$ cat src/rtl/uart_vec_assembler_if.sv
// Bundles the byte-in / vector-out signals of the UART-to-sorter framer.
// The slave modport faces the assembler; the master modport faces its environment.
interface uart_vec_assembler_if #(
  parameter int WIDTH = 32,
  parameter int DEPTH = 8
);
  logic [7:0]             rx_data;
  logic                   rx_valid;
  logic [WIDTH*DEPTH-1:0] vec_data;
  logic                   vec_valid;
  logic                   vec_ready;
  logic                   overflow;
  logic                   timeout_err;
  logic [15:0]            frame_count;

  modport master (
    output rx_data, rx_valid, vec_ready,
    input  vec_data, vec_valid, overflow, timeout_err, frame_count
  );

  modport slave (
    input  rx_data, rx_valid, vec_ready,
    output vec_data, vec_valid, overflow, timeout_err, frame_count
  );
endinterface

$ cat src/rtl/uart_vec_assembler.sv
// Packs a UART byte stream into WIDTH-bit words, groups DEPTH words into one vector
// and offers it to the sort core over valid/ready, with timeout and overflow reporting.
module uart_vec_assembler #(
  parameter int WIDTH          = 32,
  parameter int DEPTH          = 8,
  parameter int BIG_ENDIAN     = 0,
  parameter int TIMEOUT_CYCLES = 100000
) (
  input logic                 clk,
  input logic                 rst,
  uart_vec_assembler_if.slave bus
);
  localparam int BYTES  = WIDTH / 8;
  localparam int BIDX_W = (BYTES > 1) ? $clog2(BYTES) : 1;
  localparam int WIDX_W = (DEPTH > 1) ? $clog2(DEPTH) : 1;
  localparam int OFF_W  = $clog2(WIDTH * DEPTH) + 1;

  localparam logic [BIDX_W-1:0] LAST_BYTE  = BIDX_W'(BYTES - 1);
  localparam logic [WIDX_W-1:0] LAST_WORD  = WIDX_W'(DEPTH - 1);
  localparam logic [31:0]       IDLE_LIMIT = 32'(TIMEOUT_CYCLES - 1);

  localparam logic [0:0] COLLECT = 1'b0;
  localparam logic [0:0] HOLD    = 1'b1;

  logic [0:0]             r_state;
  logic [WIDTH*DEPTH-1:0] r_vec_data;
  logic                   r_vec_valid;
  logic                   r_overflow;
  logic                   r_timeout_err;
  logic [15:0]            r_frame_count;
  logic [BIDX_W-1:0]      r_byte_idx;
  logic [WIDX_W-1:0]      r_word_idx;
  logic [31:0]            r_idle_cnt;

  logic [BIDX_W-1:0]      w_lane;
  logic [OFF_W-1:0]       w_off;
  logic                   w_partial;

  // Bit offset of the byte lane the next received byte lands in.
  always_comb begin
    w_lane    = (BIG_ENDIAN != 0) ? (LAST_BYTE - r_byte_idx) : r_byte_idx;
    w_off     = OFF_W'(r_word_idx) * OFF_W'(WIDTH) + OFF_W'(w_lane) * OFF_W'(8);
    w_partial = (r_byte_idx != '0) || (r_word_idx != '0);
  end

  always_ff @(posedge clk) begin
    if (rst) begin
      r_state       <= COLLECT;
      r_vec_data    <= '0;
      r_vec_valid   <= 1'b0;
      r_overflow    <= 1'b0;
      r_timeout_err <= 1'b0;
      r_frame_count <= '0;
      r_byte_idx    <= '0;
      r_word_idx    <= '0;
      r_idle_cnt    <= '0;
    end else begin
      r_overflow    <= 1'b0;
      r_timeout_err <= 1'b0;
      case (r_state)
        COLLECT: begin
          if (bus.rx_valid) begin
            r_vec_data[w_off +: 8] <= bus.rx_data;
            r_idle_cnt             <= '0;
            if (r_byte_idx == LAST_BYTE) begin
              r_byte_idx <= '0;
              if (r_word_idx == LAST_WORD) begin
                r_word_idx  <= '0;
                r_state     <= HOLD;
                r_vec_valid <= 1'b1;
              end else begin
                r_word_idx <= r_word_idx + 1'b1;
              end
            end else begin
              r_byte_idx <= r_byte_idx + 1'b1;
            end
          // Stale partial frames are dropped; the vector is never flagged valid.
          end else if ((TIMEOUT_CYCLES > 0) && w_partial) begin
            if (r_idle_cnt == IDLE_LIMIT) begin
              r_byte_idx    <= '0;
              r_word_idx    <= '0;
              r_idle_cnt    <= '0;
              r_timeout_err <= 1'b1;
            end else begin
              r_idle_cnt <= r_idle_cnt + 32'd1;
            end
          end
        end
        HOLD: begin
          if (bus.rx_valid) begin
            r_overflow <= 1'b1;
          end
          if (bus.vec_ready) begin
            r_vec_valid   <= 1'b0;
            r_state       <= COLLECT;
            r_frame_count <= r_frame_count + 16'd1;
          end
        end
        default: r_state <= COLLECT;
      endcase
    end
  end

  assign bus.vec_data    = r_vec_data;
  assign bus.vec_valid   = r_vec_valid;
  assign bus.overflow    = r_overflow;
  assign bus.timeout_err = r_timeout_err;
  assign bus.frame_count = r_frame_count;
endmodule
$ cat src/flat_wrapper.sv
// flat-port wrapper written by rule: the top's interface ports become plain ports
module uart_vec_assembler_flat 
#(
  parameter int WIDTH          = 32,
  parameter int DEPTH          = 8,
  parameter int BIG_ENDIAN     = 0,
  parameter int TIMEOUT_CYCLES = 100000
)
  (clk, rst, bus_rx_data, bus_rx_valid, bus_vec_ready, bus_vec_data, bus_vec_valid, bus_overflow, bus_timeout_err, bus_frame_count);
  uart_vec_assembler_if #(.WIDTH(WIDTH), .DEPTH(DEPTH)) bus_i ();
  input logic clk;
  input logic rst;
  input wire logic [$bits(bus_i.rx_data)-1:0] bus_rx_data;
  input wire logic [$bits(bus_i.rx_valid)-1:0] bus_rx_valid;
  input wire logic [$bits(bus_i.vec_ready)-1:0] bus_vec_ready;
  output wire logic [$bits(bus_i.vec_data)-1:0] bus_vec_data;
  output wire logic [$bits(bus_i.vec_valid)-1:0] bus_vec_valid;
  output wire logic [$bits(bus_i.overflow)-1:0] bus_overflow;
  output wire logic [$bits(bus_i.timeout_err)-1:0] bus_timeout_err;
  output wire logic [$bits(bus_i.frame_count)-1:0] bus_frame_count;
  assign bus_i.rx_data = bus_rx_data;
  assign bus_i.rx_valid = bus_rx_valid;
  assign bus_i.vec_ready = bus_vec_ready;
  assign bus_vec_data = bus_i.vec_data;
  assign bus_vec_valid = bus_i.vec_valid;
  assign bus_overflow = bus_i.overflow;
  assign bus_timeout_err = bus_i.timeout_err;
  assign bus_frame_count = bus_i.frame_count;
  uart_vec_assembler #(.WIDTH(WIDTH), .DEPTH(DEPTH), .BIG_ENDIAN(BIG_ENDIAN), .TIMEOUT_CYCLES(TIMEOUT_CYCLES)) u_core (.clk(clk), .rst(rst), .bus(bus_i));
endmodule
$ cat config.mk
export PLATFORM = sky130hd
export DESIGN_NAME = uart_vec_assembler_flat
export DESIGN_NICKNAME = d
export VERILOG_FILES = /design/src/rtl/uart_vec_assembler_if.sv /design/src/rtl/uart_vec_assembler.sv /design/src/flat_wrapper.sv
export SDC_FILE = /design/constraint.sdc
export NUM_CORES = 1
export LEC_CHECK = 0
export CAP_MARGIN = 15
export CORE_ASPECT_RATIO = 0.6
export CORE_MARGIN = 2
export CORE_UTILIZATION = 46
export DETAILED_ROUTE_END_ITERATION = 12
export GPL_TIMING_DRIVEN = 1
export PLACE_DENSITY = 0.85
export SLEW_MARGIN = 15
export SYNTH_ARGS = -nofsm -noshare
export SYNTH_HDL_FRONTEND = slang
export SYNTH_SLANG_ARGS = --single-unit
export TNS_END_PERCENT = 5
$ cat constraint.sdc
create_clock -name clk -period 3.6 [get_ports clk]
set_clock_uncertainty 0.2 [all_clocks]
set_input_delay 1.08 -clock clk [delete_from_list [all_inputs] [get_ports clk]]
set_output_delay 1.08 -clock clk [all_outputs]
set_load 0.05 [all_outputs]
==> run_results.csv <==
group,metric,value,unit
global_routing,grt_use_met3,0.0854,
detailed_routing,ant_nets,0,
timing,fin_hold_ws,0.258,ns
global_routing,overflow,0,
yosys,synth_seq_area_share,0.490,
setup_path,max_stage_delay,0.54,ns
timing,finalSetupViolCount,0,
setup_path,cp.required,3.86,ns
global_routing,busiest_layer,"met2",
detailed_routing,viasPerCell,5.43,
die,fp.dieW,219,um
clocking,cts_hold_buf,0,
detailed_routing,vias,11000,
setup_path,startpoint,"u_core.r_byte_idx[1]",
yosys,yosysUniqueCellTypes,62,
cells_and_area,antenna_cells,0,
die,initial_core_util,0.466,
global_routing,grt_first_pass_wirelength,60.9,mm
yosys,netlist_instances,1343,
min_path,min_from,"u_core.bus.vec_data[167]",
cells_and_area,layout_common_cells,"nand2_1, dfxtp_1, clkdlybuf4s50_1",
yosys,synth.avg_cell_area,9.53,um2
yosys,synth_area,0.0128,mm2
pwr,swShare,0.242,
clocking,clk_latency,0.56,ns
die,die_area,0.0292,mm2
setup_path,critPathMaxFanout,11,
clocking,htreeDepth,1,
cells_and_area,final_common_cell,"nand2_1",
setup_path,reg2reg_from,"u_core.r_byte_idx[1]",
pwr,finalPower,7350,uW
pwr,power_frac_comb,0.082,
setup_path,cp_cell_sequence,"inv_1 > ha_1 > nand2b_4 > a211o_1 > o32ai_1 > mux2_2 > nand3_1 > mux2i_1",
setup_path,start_kind,"flop",
global_routing,met1_usage,0.369,
cells_and_area,final_cell_area,0.0172,mm2
clocking,post_cts.repair.setup_buffers,0,
timing,tns,0,ns
yosys,synth_edf_count,0,
cells_and_area,regArea,0.00627,mm2
cells_and_area,fillerInstances,2216,
yosys,dominantRegCellSynth,"dfxtp_1",
die,rows,47,
min_path,hp-class,"flop to flop",
clocking,cts_made_buffers,28,
cells_and_area,drive_gt1_frac,0.0752,
die,core_area,0.0275,mm2
detailed_routing,drt_iter0_drc,952,
setup_path,critPathKind,"flop to flop",
pwr,pwr-share-seq,0.473,
clocking,cts_tree,"yes",
pwr,pwr-share-clk,0.446,
die,dieHeight,133,um
cells_and_area,finalNetCount,1656,
detailed_routing,drc_errors,0,
global_routing,grt_max_degree,94,
timing,hold_violations,0,
status,outcome,"complete, no violations",
timing,finalCriticalPeriod,3.31,ns
pwr,p_leak,0.00742,uW
timing,timing.fmax,302,MHz
detailed_routing,wire_per_inst,19.7,um
pwr,power_switching,1780,uW
placement,port_buffers,286,
pwr,intPower,5570,uW
timing,worstMarginPinSlew,0.915,ns
global_routing,antenna_found_initial,0,
global_routing,grt_use_total,0.266,
cells_and_area,layout.cells.non_filler,2017,
timing,rsz0062_at_grt,"false",
cells_and_area,area_delta_synth_final,34.8,%
timing,slew_viol_final,0,
global_routing,grtUsageMet2,0.401,
die,io_pins,287,
setup_path,arrival,3.58,ns
pwr,powerDensity,426,mW/mm2
cells_and_area,multi_input_area,0.00614,mm2
yosys,synthArstFlopShare,0,
clocking,ctsRootBufferMaster,"clkbuf_16",
clocking,cts.sinks,313,
detailed_routing,drt-pass1-iter-count,5,
placement,hpwl,28.2,mm
clocking,path_clk_slew,0.07,ns
yosys,ys_seq_elements,313,
yosys,yosys_warnings,0,
placement,place.gp.congestion,0.885,
clocking,cts.path.max_buffers,3,
timing,slew_headroom,0.385,
yosys,synth_fp_nets,1369,
placement,dp_cells,1967,
global_routing,grt_pass1_vias,10600,
detailed_routing,routed_wirelength,39.8,mm
pwr,ir_worst_vdd,0.347,mV
placement,dpl_cell_area,0.0162,mm2
setup_path,cp-end-kind,"flop",
setup_path,critPathSlowestCell,"ha_1",
job,cap_violations,0,
timing,period_share,0.921,
clocking,ctsResizeCount,0,
-- sequential cells by signal (all words and copies together), names as in the netlist --
register                cells
u_core.r_word_idx           3
u_core.bus.frame_count     16
u_core.bus.timeout_err      1
u_core.bus.overflow         1
u_core.r_byte_idx           2
u_core.r_state              1
u_core.bus.vec_valid        1
u_core.r_idle_cnt          32
u_core.bus.vec_data       256
-- power by group through the flow --
| stage | logic (uW) | clock network (uW) | registers (uW) |
|---|---|---|---|
| 6_report | 601 | 3270 | 3470 |
| 2_1_floorplan | 371 | 0 | 3560 |
| 3_5_place_dp | 586 | 0 | 3550 |
| 4_1_cts | 589 | 3310 | 3470 |
| 5_1_grt | 637 | 3440 | 3470 |
| 3_3_place_gp | 575 | 0 | 3550 |
-- cells by family after synthesis --
| family | synth area share |
|---|---|
| AND/OR/NAND/NOR | 0.206 |
| flip-flops | 0.490 |
| multiplexers | 0.201 |
| buffers and inverters | 0.0310 |
| AO/OA/AOI/OAI | 0.0309 |
| XOR/XNOR | 0.0274 |
| adder cells (fa/ha/maj) | 0.0137 |
-- synthesized netlist by cell type (2+ instances only) --
library cell	n	area share
nand2_1	356	0.10
dfxtp_1	313	0.49
mux2i_1	252	0.20
clkbuf_1	68	0.020
nor2_1	66	0.019
xor2_1	31	0.021
nand4_1	26	0.013
and3_1	23	0.011
nand3_1	22	0.0086
nor3_1	21	0.0082
a21oi_1	16	0.0063
ha_1	14	0.014
inv_1	13	0.0038
and4_1	11	0.0075
o21ai_0	11	0.0043
nor4_1	9	0.0044
xnor2_1	9	0.0062
buf_2	8	0.0031
nand3_4	8	0.011
a31o_1	6	0.0041
or3_1	6	0.0029
nand2b_1	4	0.0020
buf_6	3	0.0026
a211oi_1	2	0.0012
a31oi_1	2	0.00098
buf_1	2	0.00059
mux2_2	2	0.0018
nor3_2	2	0.0016
nor4bb_1	2	0.0016
o22ai_1	2	0.00098
o32ai_1	2	0.0014
-- worst max-delay path, delay by kind of cell (launching register included) --
family / cells / cell delay, ns
adder cells (fa/ha/maj): 1 / 0.54
flip-flops: 1 / 0.36
AND/OR/NAND/NOR: 2 / 0.56
buffers and inverters: 1 / 0.12
multiplexers: 2 / 0.77
AO/OA/AOI/OAI: 2 / 0.65
-- through the flow --
step,setup slack [ns],utilization
finish,0.286,0.628
global route,0.135,0.628
CTS,0.303,0.628
detailed placement,0.181,0.591
global placement,0.260,0.591
floorplan,0.204,-
-- layer usage --
metal  share of wire  routed length [um]
met4           0.022                 880
met5               0                   0
met1            0.46               18100
met2            0.43               16900
met3           0.097                3880
-- cell type report --
| type | instances | share of cell area |
|---|---|---|
| inverter | 14 | 0.00348 |
| tap | 367 | 0.0266 |
| clock buffer | 41 | 0.0493 |
| sequential | 313 | 0.363 |
| multi-input combinational | 934 | 0.356 |
| clock inverter | 9 | 0.00922 |
| timing repair buffer | 339 | 0.192 |
-- final timing paths --
kind,to,cells after the start,slack [ns]
worst max-delay path,u_core.bus.vec_data[62],8,0.29
worst min-delay path,u_core.bus.vec_data[167],2,0.26
worst max register to register,u_core.bus.vec_data[62],8,0.29
worst min register to register,u_core.bus.vec_data[167],2,0.26
(Power assumes the default switching activity.)
